### src/rtl/common_def.sv
`default_nettype none
// ============================================================================
// Module   : common_def (package)
// Purpose  : Shared types and default sizes for the branch resolution unit.
// Revision : 1.0 - initial release
// ============================================================================
package common_def;

    typedef enum logic [1:0] {
        COND_ZERO   = 2'b00,
        COND_POS    = 2'b01,
        COND_NEG    = 2'b10,
        COND_ALWAYS = 2'b11
    } branch_cond_e;

    localparam int PC_W_DEFAULT      = 10;
    localparam int RAS_DEPTH_DEFAULT = 4;

endpackage
`default_nettype wire

### src/rtl/return_addr_stack.sv
`default_nettype none
// ============================================================================
// Module   : return_addr_stack
// Purpose  : Circular return-address stack; a push when full drops the oldest.
// Revision : 1.0 - initial release
// ============================================================================
module return_addr_stack #(
    parameter int PC_W      = 10,
    parameter int RAS_DEPTH = 4
) (
    input  logic            clk,
    input  logic            rst,
    input  logic            push,
    input  logic            pop,
    input  logic [PC_W-1:0] push_data,
    output logic [PC_W-1:0] top_data,
    output logic            empty,
    output logic            full
);

    localparam int c_ptr_w = $clog2(RAS_DEPTH);
    localparam int c_cnt_w = $clog2(RAS_DEPTH + 1);
    localparam logic [c_ptr_w-1:0] c_ptr_one = c_ptr_w'(1);
    localparam logic [c_cnt_w-1:0] c_cnt_one = c_cnt_w'(1);
    localparam logic [c_cnt_w-1:0] c_depth   = c_cnt_w'(RAS_DEPTH);

    logic [PC_W-1:0]    r_mem [RAS_DEPTH];
    logic [c_ptr_w-1:0] r_top;
    logic [c_cnt_w-1:0] r_count;
    logic [c_ptr_w-1:0] w_top_idx;

    // r_top is the next write slot; the newest entry sits one below it.
    assign w_top_idx = r_top - c_ptr_one;
    assign top_data  = r_mem[w_top_idx];
    assign empty     = (r_count == '0);
    assign full      = (r_count == c_depth);

    always_ff @(posedge clk) begin
        if (rst) begin
            r_top   <= '0;
            r_count <= '0;
        end else if (push) begin
            r_top <= r_top + c_ptr_one;
            if (!full) begin
                r_count <= r_count + c_cnt_one;
            end
        end else if (pop) begin
            r_top   <= w_top_idx;
            r_count <= r_count - c_cnt_one;
        end
    end

    always_ff @(posedge clk) begin
        if (push && !rst) begin
            r_mem[r_top] <= push_data;
        end
    end

endmodule
`default_nettype wire

### src/rtl/branch_unit.sv
`default_nettype none
// ============================================================================
// Module   : branch_unit
// Purpose  : Execute-stage branch/jump/call/return resolution with flush.
// Revision : 1.0 - initial release
// ============================================================================
module branch_unit
    import common_def::*;
#(
    parameter int PC_W      = PC_W_DEFAULT,
    parameter int RAS_DEPTH = RAS_DEPTH_DEFAULT
) (
    input  logic            clk,
    input  logic            rst,
    input  logic            en,
    input  logic [PC_W-1:0] pc_plus_1,
    input  logic [PC_W-1:0] target,
    input  logic            flag_we,
    input  logic            alu_zero,
    input  logic            alu_positive,
    input  logic            branch_op,
    input  logic            jump_op,
    input  logic            call_op,
    input  logic            ret_op,
    input  logic [1:0]      branch_cond,
    output logic [PC_W-1:0] next_pc,
    output logic            take_branch,
    output logic            flush,
    output logic            zero_flag,
    output logic            positive_flag,
    output logic            ras_overflow,
    output logic            ras_underflow
);

    logic            r_zero_flag;
    logic            r_positive_flag;
    logic            r_flush;
    logic            r_ras_overflow;
    logic            r_ras_underflow;

    logic            w_effective;
    logic            w_cond;
    logic            w_take;
    logic [PC_W-1:0] w_next_pc;
    logic            w_push;
    logic            w_pop;
    logic            w_overflow_evt;
    logic            w_underflow_evt;
    logic [PC_W-1:0] w_ras_top;
    logic            w_ras_empty;
    logic            w_ras_full;

    // The instruction behind a taken redirect is wrong-path and must be inert.
    assign w_effective = en & ~r_flush;

    always_comb begin
        w_cond = 1'b0;
        unique case (branch_cond_e'(branch_cond))
            COND_ZERO:   w_cond = r_zero_flag;
            COND_POS:    w_cond = r_positive_flag;
            COND_NEG:    w_cond = ~r_zero_flag & ~r_positive_flag;
            COND_ALWAYS: w_cond = 1'b1;
        endcase
    end

    always_comb begin
        w_take          = 1'b0;
        w_next_pc       = pc_plus_1;
        w_push          = 1'b0;
        w_pop           = 1'b0;
        w_overflow_evt  = 1'b0;
        w_underflow_evt = 1'b0;
        if (w_effective) begin
            if (ret_op) begin
                if (!w_ras_empty) begin
                    w_take    = 1'b1;
                    w_next_pc = w_ras_top;
                    w_pop     = 1'b1;
                end else begin
                    w_underflow_evt = 1'b1;
                end
            end else if (call_op) begin
                w_take         = 1'b1;
                w_next_pc      = target;
                w_push         = 1'b1;
                w_overflow_evt = w_ras_full;
            end else if (jump_op) begin
                w_take    = 1'b1;
                w_next_pc = target;
            end else if (branch_op && w_cond) begin
                w_take    = 1'b1;
                w_next_pc = target;
            end
        end
    end

    always_ff @(posedge clk) begin
        if (rst) begin
            r_zero_flag     <= 1'b0;
            r_positive_flag <= 1'b0;
            r_flush         <= 1'b0;
            r_ras_overflow  <= 1'b0;
            r_ras_underflow <= 1'b0;
        end else begin
            if (w_effective && flag_we) begin
                r_zero_flag     <= alu_zero;
                r_positive_flag <= alu_positive;
            end
            if (en) begin
                r_flush <= w_take;
            end
            r_ras_overflow  <= r_ras_overflow  | w_overflow_evt;
            r_ras_underflow <= r_ras_underflow | w_underflow_evt;
        end
    end

    return_addr_stack #(
        .PC_W      (PC_W),
        .RAS_DEPTH (RAS_DEPTH)
    ) u_ras (
        .clk       (clk),
        .rst       (rst),
        .push      (w_push),
        .pop       (w_pop),
        .push_data (pc_plus_1),
        .top_data  (w_ras_top),
        .empty     (w_ras_empty),
        .full      (w_ras_full)
    );

    assign next_pc       = w_next_pc;
    assign take_branch   = w_take;
    assign flush         = r_flush;
    assign zero_flag     = r_zero_flag;
    assign positive_flag = r_positive_flag;
    assign ras_overflow  = r_ras_overflow;
    assign ras_underflow = r_ras_underflow;

endmodule
`default_nettype wire
### config.mk
export PLATFORM = sky130hd
export DESIGN_NAME = branch_unit
export DESIGN_NICKNAME = d
export VERILOG_FILES = /design/src/rtl/common_def.sv /design/src/rtl/return_addr_stack.sv /design/src/rtl/branch_unit.sv
export SDC_FILE = /design/constraint.sdc
export NUM_CORES = 1
export LEC_CHECK = 0
export CAP_MARGIN = 5
export CORE_ASPECT_RATIO = 1.1
export CORE_UTILIZATION = 51
export DETAILED_ROUTE_END_ITERATION = 6
export GPL_TIMING_DRIVEN = 0
export PLACE_DENSITY = 0.86
export SLEW_MARGIN = 20
export SYNTH_ARGS = -nofsm -noshare
export SYNTH_HDL_FRONTEND = slang
export SYNTH_SLANG_ARGS = --single-unit
### constraint.sdc
create_clock -name clk -period 2.3 [get_ports clk]
set_input_delay 0.23 -clock clk [delete_from_list [all_inputs] [get_ports clk]]
set_output_delay 0.23 -clock clk [all_outputs]
set_load 0.01 [all_outputs]
==> results by stage, run 1 <==
Cells and area:
- Fill cells in the final layout number 307.
- 0 antenna diodes ended up in the layout.
- From synthesis to final layout, the design area changed by 34.9%.
- The final-stage net count is 268.
- The share of final-layout standard cells stronger than drive strength 1 is 30.2%.
- The final cell count without fillers is 286.
- The finished cells cover 3140 µm².

Worst hold path:
- The path type of the worst min-delay path is in2reg.
- The worst hold path begins at alu_positive.

Placement:
- The wire-length estimate of the detail-placed layout is 3.62 mm.
- The count of buffers added on input and output ports is 47.
- The placer congestion estimate is 0.762.
- The number of placed cells counting well taps is 272.
- The placed instances occupy a cell area of 2870 µm².

Outcome:
- The checks that failed: negative setup slack.
- The flow ran to the end, but the final reports show violations.

Drt:
- For this run, the detailed router's first-pass iteration total came to 4.
- Summed over all layers, the routed wires come to 5.77 mm.
- The post-detailed-route wirelength per cell is 20.2 µm.
- The via density per instance is 6.20.
- In this run the remaining antenna-violating nets after routing total 0.
- After detailed routing, the number of remaining DRC violations is 0.
- The number of DRC markers after the initial detailed-route iteration is 98.
- Detailed routing inserted a total of 1772 vias.

Run:
- Max-cap violations in this run came to 0.

Floorplanning:
- 48 I/O pins were placed.
- The placeable core area is 4350 µm².
- The effective utilization at floorplan is 53.6%.
- The floorplan die height is 72.9 µm.
- The floorplan step defined a die boundary enclosing 4840 µm².
- The number of placement rows is 25.
- From left edge to right edge, the die measures 66.4 µm.

Worst setup path:
- STA classifies the critical path endpoint as an output port.
- The slowest cell on the critical path is sky130_fd_sc_hd__dfxtp_4.
- The critical path required time is 2.07 ns.
- The arrival time at the worst endpoint is 2.13 ns.
- Traced cell by cell, the critical path runs through clkinvlp_4, ha_4, buf_4, mux4_1, and3_4, a41oi_2, o21ai_2, buf_2.
- The critical path launch point type is a flip-flop.
- The startpoint identified for the worst register-to-register timing path is flush$_SDFFE_PP0P_.
- The delay of the slowest cell on the worst path is 0.38 ns.
- The highest fanout seen on the critical path is 4.
- The launch point of the critical path is u_ras.r_top[0]$_SDFFE_PP0P_.
- The critical path is of the reg2out type.

Yosys:
- The top cell type by area accounts for 51.6% of the synthesized area.
- The flip-flop cell with the highest count after synthesis is sky130_fd_sc_hd__edfxtp_1.
- In the synthesized netlist the async set-or-reset flop fraction comes to 0%.
- The number of different library cells used by synthesis comes to 37.
- In this run, synthesis inferred 40 flip-flops with an integrated enable.
- The flop and latch count out of synthesis is 50.
- The netlist area before placement is 2330 µm².
- Ranked by total cell area, the synthesized netlist is headed by sky130_fd_sc_hd__edfxtp_1, sky130_fd_sc_hd__mux4_2, sky130_fd_sc_hd__dfxtp_1, sky130_fd_sc_hd__a41oi_1, sky130_fd_sc_hd__and3_1.
- During synthesis, Yosys emitted a total of 0 warnings.
- By instance count, the leading cell after synthesis is sky130_fd_sc_hd__edfxtp_1.
- The post-synthesis instance total is 171.
- The largest total area in the synthesized netlist belongs to sky130_fd_sc_hd__edfxtp_1.
- A synthesized cell averages 13.6 µm².
- When the netlist entered floorplanning its net count stood at 208.
- After synthesis, the most frequently instantiated cells are sky130_fd_sc_hd__edfxtp_1, sky130_fd_sc_hd__nand2_1, sky130_fd_sc_hd__a41oi_1, sky130_fd_sc_hd__and3_1.
- The part of the Yosys area used for sequential elements is 60.2%.

GRT:
- The wire length of the first global-routing pass is 9.15 mm.
- The largest net degree at the start of global routing is 16.
- The total track usage is 26.8%.
- The number of antenna violations at the first check in global routing came to 0.
- The number of global-route vias before repair is 1772.
- After global routing the overflow that remains totals 0.

Clock network:
- The total number of clock tree sinks is 50.
- Buffers inserted during clock tree synthesis total 5.
- The cell chosen for the clock root is sky130_fd_sc_hd__clkbuf_8.
- The clock latency of the later-clocked register in the worst-skew pair is 0.31 ns.
- The clock tree synthesis step divided the H-tree into 2 levels.
- The longest clock path from root to sink contains 2 buffers.
- Hold repair after CTS inserted 0 buffers.
- The CTS tree is done.
- The clock-pin slew reported for the worst setup and hold paths after clock tree synthesis is 0.09 ns.

STA:
- The number of hold-slack violations in the final timing report is 0.
- The actual transition at the worst max-transition pin is 0.615 ns.
- Setup repair after global routing could not meet its margin everywhere.
- Headroom to the max-slew limit came out at 59.0%.
- The count of final max-slew check failures is 0.
- After layout, the worst setup slack is -0.0619 ns.
- The worst path in the final design needs a cycle of 2.36 ns, including I/O delays and setup.
- The largest clock skew in the final design is 0.00442 ns.
- The maximum frequency from static timing analysis is 423 MHz.
- Setup violations remaining at the end of the flow were counted as 8.
- The worst path uses 103% of the clock period.

Pwr:
- The leakage dissipation is 1.08 nW.
- The power density over the cells is 677 nW/µm².
- The overall power after layout is 0.00213 W.
- The peak supply drop is 0.590 mV.
## cell type report
| type | count | area [µm²] | area share [%] |
|---|---|---|---|
| Buffer | 10 | 78.8 | 2.51 |
| Clock buffer | 5 | 68.8 | 2.19 |
| Clock inverter | 3 | 16.3 | 0.518 |
| Inverter | 4 | 18.8 | 0.597 |
| Multi-Input combinational cell | 105 | 995 | 31.6 |
| Sequential cell | 50 | 1410 | 44.7 |
| Tap cell | 54 | 67.6 | 2.15 |
| Timing Repair Buffer | 55 | 492 | 15.6 |
## worst max-delay path: cells and delay by family (launching register included)
family,cells,cell delay (ns)
buffers and inverters,3,0.38
and+or+nand+nor,1,0.20
AOI/OAI and AO/OA,2,0.28
adders and majority gates,1,0.32
DFF,1,0.38
muxes,1,0.27
## final timing paths
kind	endpoint	slack, ns	depth (start not counted)
hold reg to reg	ras_underflow$_SDFF_PP0_	0.50	2
setup reg to reg	u_ras.r_mem[3][9]$_DFFE_PP_	0.40	4
setup / recovery	next_pc[9]	-0.06	8
hold / removal	positive_flag$_SDFFE_PP0P_	0.49	3
## flip-flops by register name, indices dropped and copies added (netlist names)
register	cells
flush	1
positive_flag	1
ras_overflow	1
ras_underflow	1
u_ras.r_count	3
u_ras.r_mem	40
u_ras.r_top	2
zero_flag	1
## metrics by stage
| stage | TNS, ns | util [%] | hold slack, ns | worst slack [ns] |
|---|---|---|---|---|
| 2_1_floorplan | 0 | - | 0.329 | 0.170 |
| 3_3_place_gp | -5.07 | 66.0 | 0.448 | -0.558 |
| 3_5_place_dp | -5.59 | 66.0 | 0.485 | -0.605 |
| 4_1_cts | -0.867 | 73.0 | 0.492 | -0.135 |
| 5_1_grt | -0.946 | 72.3 | 0.485 | -0.120 |
| 6_report | -0.256 | 72.3 | 0.494 | -0.0619 |
## per-layer routing
layer  track usage, %  vias up  part of all wire (%)
met5                0        -                     0
met4             12.1        0                   2.5
met3             5.78       16                   7.3
met2             43.0       81                    51
met1             35.2      888                    39
li1                 -      787                     -
## power by group
part | total (W) | internal (W) | switching [W]
registers | 0.00103 | 0.00100 | 0.0000295
logic | 0.000594 | 0.000317 | 0.000277
clock network | 0.000500 | 0.000209 | 0.000291
## layout by cell type (no fill, tap or decap), types with 2 or more instances in the layout
cell type                         count
sky130_fd_sc_hd__a41oi_2             10
sky130_fd_sc_hd__clkbuf_2             2
sky130_fd_sc_hd__a21oi_1              5
sky130_fd_sc_hd__buf_2               13
sky130_fd_sc_hd__and2_1               4
sky130_fd_sc_hd__nor3_1               4
sky130_fd_sc_hd__clkdlybuf4s50_1     36
sky130_fd_sc_hd__nor3b_1              2
sky130_fd_sc_hd__dfxtp_1              8
sky130_fd_sc_hd__o21ai_1              9
sky130_fd_sc_hd__clkbuf_8             7
sky130_fd_sc_hd__and3_4              10
sky130_fd_sc_hd__nand2_1             14
sky130_fd_sc_hd__xnor2_1              3
sky130_fd_sc_hd__buf_4                7
sky130_fd_sc_hd__ha_1                 3
sky130_fd_sc_hd__inv_1                3
sky130_fd_sc_hd__nand3_1              2
sky130_fd_sc_hd__clkinvlp_4           2
sky130_fd_sc_hd__a211o_1              2
sky130_fd_sc_hd__nor2_1               8
sky130_fd_sc_hd__edfxtp_1            40
sky130_fd_sc_hd__mux4_2               9
## what timing repair did
action,CTS,global route
pin swaps,1,1
resized for setup,77,4
endpoints found under the setup margin,11,10
gates cloned,1,0
buffers inserted,8,0
## cell families after synthesis
kind of cell	count (synthesis)	synth area share [%]
adder cells (fa/ha/maj)	5	3.01
buffers and inverters	16	3.22
flip-flops	50	60.2
XOR/XNOR	4	1.50
multiplexers	12	10.7
AO/OA/AOI/OAI	36	10.8
AND/OR/NAND/NOR	48	10.5
Note: power is estimated with default switching activity, not from simulation.
==> inputs of run 2 (changes only) <==
--- a/config.mk
+++ b/config.mk
@@ -7,10 +7,11 @@
 export LEC_CHECK = 0
 export CAP_MARGIN = 5
 export CORE_ASPECT_RATIO = 1.1
-export CORE_UTILIZATION = 51
+export CORE_UTILIZATION = 55
 export DETAILED_ROUTE_END_ITERATION = 6
+export DONT_BUFFER_PORTS = 1
 export GPL_TIMING_DRIVEN = 0
-export PLACE_DENSITY = 0.86
+export PLACE_DENSITY = 0.76
 export SLEW_MARGIN = 20
 export SYNTH_ARGS = -nofsm -noshare
 export SYNTH_HDL_FRONTEND = slang
==> run 2 against run 1 <==
The run now ends clean. Clock skew is 0.0048 ns higher. Cell area is 10% lower. Non-clock buffer count is 40 lower. Worst setup slack better by 0.093 ns.
==> results by stage, run 2 (synthesis gave the netlist of run 1 again) <==
STA:
- The shortest clock period the worst path allows after layout is 2.27 ns.
- Summed over all failing endpoints, the final setup total negative slack is 0 ns.
- In this run the tightest slew margin relative to its limit is 53.6%.
- The share of the cycle needed by the critical path after routing is 98.7%.
- For the pin with the worst max-slew slack, the measured transition is 0.696 ns.
- The number of hold-slack violations in the final timing report is 0.
- Setup repair after global routing could not meet its margin everywhere.
- The largest clock skew in the final design is 0.00925 ns.
- The final-report setup violation count is 0.
- The count of final max-slew check failures is 0.
- The worst setup slack after layout is 0.0307 ns.
- The maximum frequency from static timing analysis is 441 MHz.

Drt:
- In the routed layout, each cell is associated on average with a via count of 6.39.
- The number of nets still failing antenna checks after routing is 0.
- For this run, design rule violations remaining after detail routing come to 0.
- The post-detailed-route wirelength per cell is 21.3 µm.
- The total via count in the routed design is 1558.
- The first-pass iteration count of the detailed router is 4.
- After detailed routing, the total wire length is 5.21 mm.
- For this block, the initial DRC count from the detailed router was 139.

Floorplanning:
- 48 I/O pins were placed.
- The number of placement rows is 24.
- The floorplan die height is 70.3 µm.
- The placeable core area is 4020 µm².
- The total die area is 4500 µm².
- The die extent in x is 64.1 µm.
- The effective utilization at floorplan is 57.9%.

Cells and area:
- The number of filler instances in the final layout is 273.
- The area growth from synthesis to layout is 21.2%.
- The library cells used most frequently in the layout, excluding fill and tap cells, are sky130_fd_sc_hd__edfxtp_1, sky130_fd_sc_hd__nand2_1, sky130_fd_sc_hd__mux4_2.
- More flip-flops sit in one register than any other, and that register is u_ras.r_mem.
- 0 antenna diodes ended up in the layout.
- Leaving out fill and tap cells, the most frequent cell in the layout is sky130_fd_sc_hd__edfxtp_1.
- The flip-flop count of the largest register, all copies and words added is 40.
- The post-route cell area is 2820 µm².
- At the end of the flow, the number of nets in the layout was 228.
- In the final layout, the registers with the most flip-flops are u_ras.r_mem (40), u_ras.r_count (3), u_ras.r_top (2).
- The share of final-layout standard cells stronger than drive strength 1 is 34.4%.

GRT:
- The number of antenna violations at the first check in global routing is 0.
- The number of global-route vias before repair is 1549.
- Entering global routing, the biggest net connects 17 pins.
- The aggregate global routing overflow is 0.
- The total track usage is 24.6%.
- The wire length of the first global-routing pass is 7.95 mm.

Worst hold path:
- The instance count along the most critical hold path is 0.
- For hold timing, the worst endpoint is u_ras.r_mem[1][3]$_DFFE_PP_.
- The launch point of the worst hold path is pc_plus_1[3].
- The path type of the worst min-delay path is in2reg.

Clock network:
- The cell chosen for the clock root is sky130_fd_sc_hd__clkbuf_8.
- The number of buffers on the longest clock path is 2.
- The H-tree depth is 2.
- TritonCTS built the clock tree.
- The clock drives 50 sinks.
- The clock-pin slew reported for the worst setup and hold paths after clock tree synthesis is 0.09 ns.
- In this run, CTS created clock tree buffers numbering 5.
- The later pin in the worst-skew pair is clocked with a latency of 0.30 ns.

Placement:
- The minimum setup slack after placement is -0.196 ns.
- Input and output buffers added on the ports amount to 0.
- Detailed placement ended at an HPWL of 3.27 mm.
- The instance area at placement is 2390 µm².
- At the end of routability-driven placement, the weighted congestion stood at 0.835.

Worst setup path:
- The number of cells on the worst reg-to-reg path is 4.
- The type of the worst setup path is reg2out.
- The arrival time at the worst endpoint is 2.04 ns.
- The worst register-to-register path begins at flush$_SDFFE_PP0P_.
- The critical path required time is 2.07 ns.
- The critical path launch point type is a flip-flop.
- Setup slack on the worst reg-to-reg path comes out at 0.43 ns.
- The endpoint kind of the worst setup timing path is an output port.
- Of all nets on the critical path, the largest fanout is 5.
- The endpoint identified for the worst register-to-register timing path is u_ras.r_mem[3][1]$_DFFE_PP_.

Outcome:
- The flow ran to the end, and the final reports show no timing, DRC or antenna violations.

Pwr:
- The peak supply drop is 0.493 mV.
- In this run the power density over the cells is 765 nW/µm².
- The leakage dissipation is 0.933 nW.

Run:
- The tool flagged a number of max-cap violations equal to 0.
[run 2: cell types whose count changed in the layout (fill, tap and decap cells not counted), sizes merged, moves of 2 or more]
| cell | change |
|---|---|
| dlygate4sd3 | +8 |
| buf | -10 |
| clkinv | -2 |
| clkdlybuf4s50 | -36 |
[run 2: layout make-up]
type	instances	area [µm²]	share of cell area, %
Timing Repair Buffer	15	153	5.41
Sequential cell	50	1410	49.8
Clock inverter	3	45.0	1.60
Tap cell	52	65.1	2.30
Buffer	10	57.6	2.04
Clock buffer	5	68.8	2.44
Multi-Input combinational cell	105	1010	35.7
Inverter	4	18.8	0.665
[run 2: routing by layer]
metal / share of wire (%) / vias to the layer above / GRT usage, %
met5: 0 / - / 0
met4: 1.1 / 0 / 7.32
met3: 7.9 / 6 / 7.03
met2: 52 / 71 / 42.4
met1: 39 / 773 / 29.5
li1: - / 708 / -
[run 2: per-stage QoR]
| stage | utilization [%] | instances | hold slack, ns | total power [W] |
|---|---|---|---|---|
| finish | 70.1 | 244 | 0.0228 | 0.00216 |
| CTS | 68.5 | 238 | 0.00977 | 0.00215 |
| floorplan | - | 171 | 0.329 | 0.00133 |
| global placement | 59.5 | 223 | 0.329 | 0.00139 |
| global route | 70.1 | 244 | 0.00376 | 0.00224 |
| detailed placement | 59.5 | 223 | 0.329 | 0.00141 |
[run 2: worst max-delay path by stage]
stage	endpoint	cells after the start	start
detailed placement	next_pc[2]	8	u_ras.r_top[0]$_SDFFE_PP0P_
floorplan	next_pc[3]	8	u_ras.r_top[0]$_SDFFE_PP0P_
global placement	next_pc[1]	8	u_ras.r_top[0]$_SDFFE_PP0P_
finish	next_pc[1]	7	u_ras.r_top[0]$_SDFFE_PP0P_
CTS	next_pc[2]	8	u_ras.r_top[0]$_SDFFE_PP0P_
global route	next_pc[1]	7	u_ras.r_top[0]$_SDFFE_PP0P_
[run 2: power breakdown]
group          leakage, nW  internal [W]  switching, W
logic                0.440      0.000254      0.000255
registers            0.443       0.00100     0.0000329
clock network       0.0504      0.000323      0.000291
total                0.933       0.00158      0.000579
[run 2: worst max-delay path, cell delays in order, from the launching register on]
cell                         delay, ns
sky130_fd_sc_hd__dfxtp_4          0.38
sky130_fd_sc_hd__clkinvlp_4       0.11
sky130_fd_sc_hd__ha_4             0.33
sky130_fd_sc_hd__buf_8            0.13
sky130_fd_sc_hd__mux4_2           0.30
sky130_fd_sc_hd__and3_4           0.20
sky130_fd_sc_hd__a41oi_2          0.18
sky130_fd_sc_hd__o21ai_2          0.11
[run 2: repair_timing]
action / 4_1_cts / 5_1_grt
setup endpoints to repair: 10 / 10
hold buffers: 0 / 8
cloned: 1 / 0
resized for setup: 37 / 5
hold endpoints to repair: 0 / 29
setup buffers: 6 / 0
pin swaps: 1 / 1
==> RTL edit: new RTL, settings of run 1 <==
The package constant `PC_W_DEFAULT` goes from 10 to 5.
--- a/src/rtl/common_def.sv
+++ b/src/rtl/common_def.sv
@@ -15,3 +15,3 @@
 
-    localparam int PC_W_DEFAULT      = 10;
+    localparam int PC_W_DEFAULT      = 5;
     localparam int RAS_DEPTH_DEFAULT = 4;
Ports: changed (resized next_pc, pc_plus_1 and target); port bits go from 48 to 33. The function was not compared with the original's and may differ.
==> RTL edit against run 1 <==
- power fell by 38%
- setup slack improved by 0.16 ns
- largest cell class unchanged
- first-iteration DRC count fell by 71%
- routed wire length fell by 45%
- critical endpoint is now take_branch
- synthesized area fell by 34%
- critical path depth fell by 2
- count of clock-buffer cells in the layout did not move
- design area fell by 36%
- via count fell by 36%
- clock power fell by 41%
- critical path type is now primary input to primary output
- sequential cell count fell by 20
- synthesized cell count fell by 29%
- non-clock buffer count fell by 22
==> RTL edit: results <==
[synth]
ys_types = 38
synth_commonest_cells = "edfxtp_1 (20), dfxtp_1 (10), nand2_1 (9)"
synthTopCellsByArea = "edfxtp_1 (39%), dfxtp_1 (13%), mux4_2 (7.3%), o211ai_2 (4.1%), ha_1 (3.3%)"
seq_area_frac_synth_pct = 52.2
synth_edf_count = 20
syn-num-nets = 148

[grt]
grt_pass1_wl_um = 5050
grtUsageMet2_pct = 37.3
grt_use_met1_pct = 27.9
first_global_vias = 1133
grt.total_usage_pct = 22.9
use_met3_pct = 7.69

[cells_and_area]
drive_above_1_share_pct = 24.1
fin_nets = 192
top_regs = "u_ras.r_mem x20, u_ras.r_count x3, u_ras.r_top x2"

[critical_path]
cp.arrival_ns = 1.98
crit_fanout = 8
r2r_slack_ns = 0.46
r2r_end = "u_ras.r_count[2]"
reg2reg_depth = 6

[placed_design]
io_buffers = 32
placed_area_um2 = 1900
hpwl_um = 2320
place.gp.congestion = 0.757

[power_and_ir_drop]
ir_worst_vdd_mv = 0.471
internal_power_mw = 0.933

[detailed_routing]
vias_per_cell = 5.68

[sta]
hold_ws_ns = 0.458
finalClockSkew_ns = 0.00983
slew_headroom_pct = 70.4
setup_violations = 0

[outcome]
status = "finished clean"

[cts]
cts-root-buf = "clkbuf_4"
==> RTL edit: kinds of logic (layout without fill, tap and decap cells) <==
kind of cell | count (synthesis) | count (layout) | share of synthesized area, %
buf+inv | 10 | 55 | 3.42
flops | 30 | 30 | 52.2
xor+xnor | 4 | 4 | 2.28
fa+ha+maj | 5 | 5 | 4.56
simple gates | 44 | 44 | 15.8
compound gates | 21 | 21 | 12.8
mux | 7 | 7 | 8.96
==> RTL edit: worst max-delay path by stage <==
stage / startpoint / endpoint / cells past startpoint
finish: branch_cond[0] / take_branch / 6
CTS: u_ras.r_top[1] / next_pc[2] / 7
detailed placement: u_ras.r_top[0] / next_pc[2] / 8
floorplan: u_ras.r_top[0] / next_pc[0] / 7
global placement: u_ras.r_top[0] / next_pc[3] / 8
global route: u_ras.r_top[0] / next_pc[2] / 8
==> RTL edit: power by group through the flow <==
stage | registers, mW | logic (mW) | clock network (mW)
final | 0.625 | 0.395 | 0.295
after global routing | 0.628 | 0.427 | 0.323
after CTS | 0.625 | 0.386 | 0.305
after detailed placement | 0.636 | 0.355 | 0
after global placement | 0.633 | 0.342 | 0
after floorplan | 0.633 | 0.225 | 0
==> RTL edit: worst max-delay path, cell delays in order <==
cell and delay (ns):
clkdlybuf4s50_1 0.45, a211o_1 0.31, a211o_4 0.31, a21oi_1 0.14
nor3_1 0.06, clkdlybuf4s50_1 0.48
==> RTL edit: final cells by class <==
class	count	area [um^2]
Buffer	5	41.3
Fill cell	180	788
Tap cell	33	41.3
Clock buffer	5	37.5
Timing Repair Buffer	38	363
Multi-Input combinational cell	81	697
Sequential cell	30	803
Inverter	4	15.0
Clock inverter	3	16.3
==> RTL edit: per-stage QoR <==
step	cells	worst slack, ns	utilization, %
4_1_cts	198	0.00296	71.3
3_3_place_gp	186	-0.248	67.7
6_report	199	0.0933	71.9
5_1_grt	199	0.0151	71.9
3_5_place_dp	186	-0.332	67.7
2_1_floorplan	121	0.381	-
==> RTL edit: what timing repair did <==
action / in CTS / in global routing
gates resized for setup: 12 / 5
setup endpoints to repair: 5 / 4
cloned: 0 / 0
setup buffers: 5 / 1
pin swaps: 1 / 0
==> RTL edit: routing by layer <==
layer	part of all wire, %	vias to the layer above
li1	-	548
met1	44	543
met2	49	34
met3	6.0	5
met4	0.97	0
met5	0	-
